<file path="src/rtl/uart_rx.sv">
// ============================================================================
// uart_rx : 8N1 UART receiver with a valid/ready output holding register
// Rev 1.0 : initial release
// ============================================================================
`default_nettype none

module uart_rx #(
  parameter int DATA_WIDTH  = 8,
  parameter int CLK_FREQ_HZ = 125_000_000,
  parameter int BAUD_RATE   = 9600
) (
  input  logic                  clk,
  input  logic                  rst_n,
  input  logic                  rx_i,
  output logic [DATA_WIDTH-1:0] data_o,
  output logic                  valid_o,
  input  logic                  ready_i,
  output logic                  frame_err_o,
  output logic                  overrun_o
);

  localparam int CLKS_PER_BIT = CLK_FREQ_HZ / BAUD_RATE;
  localparam int HALF_BIT     = CLKS_PER_BIT / 2;
  localparam int CNT_W        = $clog2(CLKS_PER_BIT);
  localparam int BIT_W        = (DATA_WIDTH > 1) ? $clog2(DATA_WIDTH) : 1;

  localparam logic [CNT_W-1:0] CNT_HALF = CNT_W'(HALF_BIT - 1);
  localparam logic [CNT_W-1:0] CNT_FULL = CNT_W'(CLKS_PER_BIT - 1);
  localparam logic [BIT_W-1:0] BIT_LAST = BIT_W'(DATA_WIDTH - 1);

  typedef enum logic [1:0] {
    S_IDLE  = 2'd0,
    S_START = 2'd1,
    S_DATA  = 2'd2,
    S_STOP  = 2'd3
  } state_t;

  state_t                state_q, state_d;
  logic                  rx_meta_q, rx_s_q;
  logic [CNT_W-1:0]      cnt_q, cnt_d;
  logic [BIT_W-1:0]      bit_q, bit_d;
  logic [DATA_WIDTH-1:0] shift_q, shift_d;
  logic                  armed_q, armed_d;
  logic [DATA_WIDTH-1:0] data_q, data_d;
  logic                  valid_q, valid_d;
  logic                  ferr_q, ferr_d;
  logic                  ovr_q, ovr_d;
  logic                  commit;

  // Synchronizer presets to the idle-high level so reset never fakes a start bit.
  always_ff @(posedge clk or negedge rst_n) begin
    if (!rst_n) begin
      rx_meta_q <= 1'b1;
      rx_s_q    <= 1'b1;
      state_q   <= S_IDLE;
      cnt_q     <= '0;
      bit_q     <= '0;
      shift_q   <= '0;
      armed_q   <= 1'b1;
      data_q    <= '0;
      valid_q   <= 1'b0;
      ferr_q    <= 1'b0;
      ovr_q     <= 1'b0;
    end else begin
      rx_meta_q <= rx_i;
      rx_s_q    <= rx_meta_q;
      state_q   <= state_d;
      cnt_q     <= cnt_d;
      bit_q     <= bit_d;
      shift_q   <= shift_d;
      armed_q   <= armed_d;
      data_q    <= data_d;
      valid_q   <= valid_d;
      ferr_q    <= ferr_d;
      ovr_q     <= ovr_d;
    end
  end

  always_comb begin
    state_d = state_q;
    cnt_d   = cnt_q;
    bit_d   = bit_q;
    shift_d = shift_q;
    armed_d = armed_q;
    data_d  = data_q;
    valid_d = valid_q;
    ferr_d  = 1'b0;
    ovr_d   = 1'b0;
    commit  = 1'b0;

    case (state_q)
      S_IDLE: begin
        // After a stop sample the line must be seen high before a new start counts.
        if (!armed_q) begin
          if (rx_s_q) armed_d = 1'b1;
        end else if (!rx_s_q) begin
          bit_d   = '0;
          cnt_d   = CNT_HALF;
          state_d = S_START;
        end
      end
      S_START: begin
        if (cnt_q == '0) begin
          if (!rx_s_q) begin
            cnt_d   = CNT_FULL;
            state_d = S_DATA;
          end else begin
            state_d = S_IDLE;
          end
        end else begin
          cnt_d = cnt_q - 1'b1;
        end
      end
      S_DATA: begin
        if (cnt_q == '0) begin
          shift_d = {rx_s_q, shift_q[DATA_WIDTH-1:1]};
          cnt_d   = CNT_FULL;
          if (bit_q == BIT_LAST) state_d = S_STOP;
          else                   bit_d   = bit_q + 1'b1;
        end else begin
          cnt_d = cnt_q - 1'b1;
        end
      end
      S_STOP: begin
        if (cnt_q == '0) begin
          state_d = S_IDLE;
          armed_d = 1'b0;
          if (rx_s_q) commit = 1'b1;
          else        ferr_d = 1'b1;
        end else begin
          cnt_d = cnt_q - 1'b1;
        end
      end
      default: state_d = S_IDLE;
    endcase

    if (commit) begin
      if (!valid_q || ready_i) begin
        data_d  = shift_q;
        valid_d = 1'b1;
      end else begin
        ovr_d = 1'b1;
      end
    end else if (valid_q && ready_i) begin
      valid_d = 1'b0;
    end
  end

  assign data_o      = data_q;
  assign valid_o     = valid_q;
  assign frame_err_o = ferr_q;
  assign overrun_o   = ovr_q;

endmodule

`default_nettype wire

</file>
<file path="config.mk">
export PLATFORM = sky130hd
export DESIGN_NAME = uart_rx
export DESIGN_NICKNAME = d
export VERILOG_FILES = /design/src/rtl/uart_rx.sv
export SDC_FILE = /design/constraint.sdc
export NUM_CORES = 1
export LEC_CHECK = 0
export CORE_MARGIN = 2
export CORE_UTILIZATION = 58
export CTS_BUF_LIST = sky130_fd_sc_hd__clkbuf_16
export CTS_CLUSTER_DIAMETER = 50
export DETAILED_ROUTE_END_ITERATION = 10
export GPL_ROUTABILITY_DRIVEN = 1
export PLACE_DENSITY = 0.79
export SYNTH_ARGS = -nofsm -noshare
export SYNTH_HDL_FRONTEND = slang
export SYNTH_SLANG_ARGS = --single-unit
</file>
<file path="constraint.sdc">
create_clock -name clk -period 6.1 [get_ports clk]
set_clock_uncertainty 0.15 [all_clocks]
set_input_delay 1.22 -clock clk [delete_from_list [all_inputs] [get_ports clk]]
set_output_delay 1.22 -clock clk [all_outputs]
set_load 0.005 [all_outputs]
</file>
==> reports/metrics.csv <==
stage;metric;value;unit
floorplan;Die Ht;65.0;um
place;post-placement cell count;259;
setup_path;slowest CP cell;nor4_2;
floorplan;core area;0.00363;sq mm
setup_path;kind of critical path;flop to flop;
sta;Slew @ Worst Pin;880;ps
setup_path;crit path DAT;2560;ps
sta;setup TNS;0;ps
power_and_ir_drop;combinational share of power;38.8;%
layout;Final #Nets;230;
detailed_routing;Antenna Nets Post-Route;0;
clock_tree;# H-tree levels;2;
layout;layout cells sized above 1;19.2;%
sta;Tcrit/Tclk final;41.4;%
clock_tree;clock buffer depth;2;
detailed_routing;Avg WL per Cell;18.0;um
logic_synthesis;largest family of logic cells by synthesized area;compound AO/OA/AOI/OAI gates;
sta;slew margin rel.;41.3;%
logic_synthesis;Synth area leader;dfrtp_1;
clock_tree;CTS sink cnt;41;
power_and_ir_drop;reported net switching power;0.466;mW
setup_path;CP cell instances;nor4_2 -> nand4_2 -> o21ai_1 -> nor3_1 -> a311oi_1;
logic_synthesis;simple logic cell fraction of the synthesized area;17.5;%
logic_synthesis;Syn Inst Count;204;
global_routing;All-Layer GR Usage;26.0;%
layout;Non-Filler Instances;267;
sta;max frequency;396;MHz
clock_tree;Worst-Skew Late Latency;280;ps
floorplan;Horiz. Die Dim;65.0;um
layout;post-layout util;69.1;%
setup_path;CP startpoint kind;flop;
setup_path;CP endpoint kind;flop;
sta;Slew Viols, Final;0;
power_and_ir_drop;sequential share of power;32.3;%
detailed_routing;WL final;4800;um
sta;worst hold margin;209;ps
floorplan;# IOs;15;
place;placer congestion estimate;0.884;
place;Port Buffer Count;14;
logic_synthesis;synth warn;0;
run_status;status;finished clean;
clock_tree;# hold bufs at CTS;0;
clock_tree;clk root buf;clkbuf_16;
logic_synthesis;register area share after synthesis;47.7;%
layout;antenna fix cells;0;
layout;commonest cells after routing, fill and taps aside;38 x dfrtp_1, 17 x o21ai_0;
layout;commonest non-fill, non-tap cell in the layout;dfrtp_1;
detailed_routing;vias;1689;
logic_synthesis;area share of the largest cell type after synthesis;44.0;%
sta;Fin. Hold Viols;0;
floorplan;Initial Util;59.4;%
logic_synthesis;post-synth cell types;52;
global_routing;first-pass GRT wire length;8270;um
layout;FILL cells;265;
logic_synthesis;share of synthesized registers carrying an async set or reset;100;%
global_routing;initial antenna violation count;0;
setup_path;CP Buf/Inv Count;0;
floorplan;std cell rows;22;
power_and_ir_drop;power density over cell area;475;mW/mm^2
job;Max Cap Viol;0;
logic_synthesis;XOR/XNOR Fraction of Synth Area;0;%
logic_synthesis;Mapped Area;0.00216;sq mm
clock_tree;CTS tree;done;
sta;RSZ-0062 raised after global routing;no;
power_and_ir_drop;maximum vdd drop;266;uV
power_and_ir_drop;Net Sw Frac;39.0;%
detailed_routing;via density per instance;6.33;
detailed_routing;drt pass-1 iters;4;
logic_synthesis;multiplexer area fraction after synthesis;8.29;%
place;hpwl dp;3350;um
logic_synthesis;Post-synth EDFFs;0;
logic_synthesis;Synth Area in Compound Gates;18.4;%
logic_synthesis;Syn Nets;216;
setup_path;reg-to-reg slack, setup;3570;ps
sta;final setup violation count;0;
logic_synthesis;dominant synthesized flop cell;dfrtp_1;
detailed_routing;DR iter-0 viols;135;
global_routing;GRT overflow;0;
clock_tree;clock slew at the register clock pins of the worst setup and hold paths;60;ps
setup_path;Crit path required time;6140;ps
logic_synthesis;top cells by area, synth;dfrtp_1 44%, mux2_2 6.8%, ha_1 4.6%, o21ai_0 3.9%, dfstp_2 3.7%;
layout;Layout Area Growth over Synthesis;16.3;%
clock_tree;PostCTS Resize Cnt;0;
setup_path;CP top delay family;simple AND/OR/NAND/NOR gates;
min_path;worst hold path type;flop to flop;
detailed_routing;Remaining DRCs;0;
setup_path;crit path max fanout;12;
logic_synthesis;area share of fa/ha/maj cells after synthesis;4.63;%
logic_synthesis;synthesized area per cell;10.6;sq um
global_routing;largest net degree at the start of global routing;42;
clock_tree;Setup Fix Bufs, Post-CTS;0;
global_routing;vias in the first global route;1672;
power_and_ir_drop;leakage power;1.12;nW
floorplan;die area;0.00423;sq mm
power_and_ir_drop;Clock power frac;28.9;%
sta;Final min period;2530;ps
setup_path;CP max stage delay;510;ps
logic_synthesis;synthesis-stage register bit count;41;
clock_tree;cts bufs inserted;5;
power_and_ir_drop;Pint;0.727;mW
==> flip-flops by register name, summed over array words and instances (netlist names), 3 cells and up, named ones only <==
| name | count |
|---|---|
| bit_q | 3 |
| cnt_q | 14 |
| data_o | 8 |
| shift_q | 8 |
==> per-stage QoR <==
step                setup slack, ps  instance area [sq um]  total power, mW
floorplan                      3930                   2160            0.720
global placement               3430                   2320            0.808
detailed placement             3400                   2320            0.831
CTS                            3580                   2510             1.18
global route                   3310                   2510             1.27
finish                         3570                   2510             1.19
==> power groups by stage <==
stage	clock network (mW)	logic (mW)	registers, mW
after floorplan	0	0.350	0.371
after global placement	0	0.427	0.380
after detailed placement	0	0.445	0.386
after CTS	0.347	0.454	0.384
after global routing	0.362	0.513	0.391
final	0.345	0.463	0.385
==> synth_stat cells (2+ instances only) <==
cell type	count
dfrtp_1	38
o21ai_0	17
a21oi_1	13
mux2_2	13
nor2_1	13
inv_1	10
nand2_1	10
ha_1	8
nand3_1	7
nor3_1	6
clkbuf_1	5
a31oi_1	4
a2bb2oi_1	3
dfstp_2	3
nand4_1	3
o211ai_1	3
a211oi_1	2
a21boi_0	2
a21o_1	2
a311oi_1	2
a31o_2	2
and2_1	2
mux2_1	2
nand2b_1	2
nor4_1	2
o21ai_1	2
o21ai_2	2
o22ai_1	2
==> kinds of logic (layout without fill, tap and decap cells) <==
group | count (synthesis) | count (layout)
compound gates | 62 | 62
simple gates | 60 | 60
flops | 41 | 41
buf+inv | 17 | 32
mux | 16 | 16
fa+ha+maj | 8 | 8
==> final timing paths <==
kind | startpoint | to | cells after the start
worst max-delay path | cnt_q[5] | cnt_q[3] | 5
worst min-delay path | rx_meta_q | rx_s_q | 0
worst max register to register | cnt_q[5] | cnt_q[3] | 5
worst min register to register | rx_meta_q | rx_s_q | 0
max in group asynchronous | rst_n | bit_q[2] | 1
min in group asynchronous | rst_n | cnt_q[9] | 1
==> per-layer routing <==
| metal | wire length [um] | global-route usage, % | part of all wire, % | up-vias |
|---|---|---|---|---|
| met3 | 292 | 6.60 | 6.1 | 13 |
| met1 | 2150 | 35.5 | 45 | 825 |
| li1 | - | - | - | 782 |
| met4 | 97 | 10.9 | 2.0 | 0 |
| met2 | 2250 | 39.4 | 47 | 69 |
| met5 | 0 | 0 | 0 | - |
==> area by class of cell <==
type	count	area, sq um	share of cell area [%]
clock inverters	3	68.8	2.74
well taps	48	60.1	2.39
flip-flops and latches	41	1030	41.0
multi-input cells	146	1050	42.0
inverters	10	37.5	1.49
repair buffers	14	135	5.38
clock buffers	5	125	4.98
Power figures use the tool's default switching activity.
==> variant, RTL diff (same settings) <==
Encoding of `state_t`: now Gray code (2 bits for 4 states).
--- a/src/rtl/uart_rx.sv
+++ b/src/rtl/uart_rx.sv
@@ -29,10 +29,10 @@
   localparam logic [BIT_W-1:0] BIT_LAST = BIT_W'(DATA_WIDTH - 1);
 
   typedef enum logic [1:0] {
-    S_IDLE  = 2'd0,
-    S_START = 2'd1,
-    S_DATA  = 2'd2,
-    S_STOP  = 2'd3
+    S_IDLE  = 2'b00,
+    S_START = 2'b01,
+    S_DATA  = 2'b11,
+    S_STOP  = 2'b10
   } state_t;
 
   state_t                state_q, state_d;
Formal check against the unedited RTL: same outputs for any inputs over 10 cycles, from zero or initial values and one cycle with rst_n low; not proved beyond that.
==> variant against the original RTL <==
  * Synthesized area shrank 4.3%
  * Maximum frequency shrank 10%
  * Highest routed layer unchanged
  * Setup slack lost 280 ps
  * Via count shrank 3.0%
  * Core utilization grew 0.80 points
  * Sequential cell count is the same
  * Hold slack lost 2.1 ps
  * Final area shrank 5.6%
  * Routed wire length shrank 9.6%
Power is not compared: it rests on default switching activity, and its combinational part moved more than twofold at a synthesized area within 25%.
==> variant: results (changes against the original RTL) <==
Cells and area
  – Largest register by flop count: cnt_q
  – Flip-flop count of the largest register, all copies and words added: 14 (unchanged)
  – Number of inserted diodes: 0 (unchanged)
  – Final Net Count: 219 (-4.8%)
  – Share of cells above drive strength 1: 0.170 (-0.0220)

Clocking
  – Clock root buffer: sky130_fd_sc_hd__clkbuf_16
  – Resize count post-CTS: 0 (unchanged)
  – Post-CTS repair timing setup buffer count: 0 (unchanged)
  – Clock Path Buffers: 2 (unchanged)
  – Later-pin clock latency in the skew report: 280 ps (about the same)
  – Number of clock buffers inserted by TritonCTS: 5 (unchanged)

Place
  – DP HPWL: 3070 um (-8.3%)
  – GP Congestion: 0.985 (+11%)
  – Count of input and output buffers: 14 (unchanged)

Logic synthesis
  – Number of synthesis warnings: 0 (unchanged)
  – Library cells used by synthesis: 46 (-12%)
  – Top post-synthesis cells by count: 38 x sky130_fd_sc_hd__dfrtp_1, 20 x sky130_fd_sc_hd__nand2_1, 18 x sky130_fd_sc_hd__nor2_1
  – Ranking of synthesized cells by area: sky130_fd_sc_hd__dfrtp_1 46%, sky130_fd_sc_hd__mux2_2 8.7%, sky130_fd_sc_hd__dfstp_2 3.8%
  – Total nets after synthesis: 208 (-3.7%)
  – Sequential-to-total area share from yosys stat: 0.498 (+0.0214)

Min path
  – Tightest Hold Check Type: flip-flop to flip-flop

Drt
  – First DRT Iteration DRCs: 196 (+45%)
  – Via count normalized by instance count: 6.35 (+0.42%)
  – Router iterations before antenna repair: 4 (unchanged)
  – Total wire length: 4330 um (-9.6%)

Global route
  – Met2 Track Usage GR: 0.413 (+0.0188)
  – Tot GR Track Use: 0.253 (-0.00654)
  – Global-route wire length before repair: 7910 um (-4.3%)
  – Fraction of met3 tracks used by global routing: 0.0518 (-0.0142)
  – Via count of the first global-routing pass: 1704 (+1.9%)
  – Pin count of the biggest net entering global routing: 42 (unchanged)
  – Grt met1 use: 0.314 (-0.0414)
  – Most Used Layer, Global Route: met2

Outcome
  – Status: completed

Pwr
  – Internal power: 577 uW

Critical path
  – Worst Path Max Fanout: 14 (+2)
  – Arrival time of data at the critical path endpoint: 2820 ps (+260 ps)

Timing
  – Worst slew margin: 0.415 (+0.00208)
[variant: cell types whose count changed after synthesis, sizes merged, moves of 4 or more]
| cell | before | now |
|---|---|---|
| nand2 | 11 | 20 |
| o21ai | 21 | 14 |
| ha | 8 | 4 |
| inv | 10 | 6 |
| nor2 | 14 | 18 |
[variant: critical path: stages (launching register included)]
cell                      delay [ps]
sky130_fd_sc_hd__dfrtp_1         600
sky130_fd_sc_hd__or4b_2          640
sky130_fd_sc_hd__nor4_1          520
sky130_fd_sc_hd__nand2_1         400
sky130_fd_sc_hd__mux2_2          380
[variant: kinds of logic after synthesis]
logic type | count (synthesis) | synth area share
AND/OR/NAND/NOR | 73 | 0.185
AO/OA/AOI/OAI | 46 | 0.147
flip-flops | 41 | 0.498
multiplexers | 17 | 0.0920
buffers and inverters | 16 | 0.0406
adder cells (fa/ha/maj) | 4 | 0.0242
XOR/XNOR | 3 | 0.0127
[variant: routing by layer]
| layer | up-vias | routed length, um | part of all wire |
|---|---|---|---|
| met3 | 20 | 294 | 0.068 |
| met4 | 0 | 131 | 0.030 |
| met1 | 803 | 1710 | 0.40 |
| met2 | 74 | 2190 | 0.51 |
| met5 | - | 0 | 0 |
| li1 | 742 | - | - |
[variant: layout make-up]
cell class / instances / area, um^2
multi-input cells: 143 / 953
clock buffers: 5 / 125
inverters: 6 / 22.5
fillers: 243 / 1020
repair buffers: 14 / 135
clock inverters: 3 / 46.3
flip-flops and latches: 41 / 1030
well taps: 46 / 57.6
[variant: through the flow]
stage / area [um^2] / setup WS, ps / hold slack [ps] / total power [mW] / instances
2_1_floorplan: 2070 / 3590 / 195 / 0.490 / 200
3_3_place_gp: 2200 / 3390 / 196 / 0.510 / 250
3_5_place_dp: 2200 / 3370 / 197 / 0.525 / 250
4_1_cts: 2370 / 3370 / 206 / 0.825 / 258
5_1_grt: 2370 / 3200 / 211 / 0.869 / 258
6_report: 2370 / 3290 / 207 / 0.824 / 258
[variant: final timing paths]
check / start / endpoint / slack, ps / depth (start not counted)
max in group asynchronous: rst_n / cnt_q[6] / 4350 / 1
setup reg to reg: state_q[0] / shift_q[0] / 3290 / 4
hold / removal: rx_meta_q / rx_s_q / 210 / 0
min in group asynchronous: rst_n / cnt_q[13] / 910 / 1
setup / recovery: state_q[0] / shift_q[0] / 3290 / 4
hold reg to reg: rx_meta_q / rx_s_q / 210 / 0
[variant: power by group through the flow]
stage                     logic (mW)  registers (mW)  clock network (mW)
after detailed placement       0.150           0.375                   0
after global routing           0.170           0.383               0.316
after floorplan                0.136           0.353                   0
after global placement         0.141           0.369                   0
final                          0.152           0.374               0.299
after CTS                      0.151           0.372               0.301
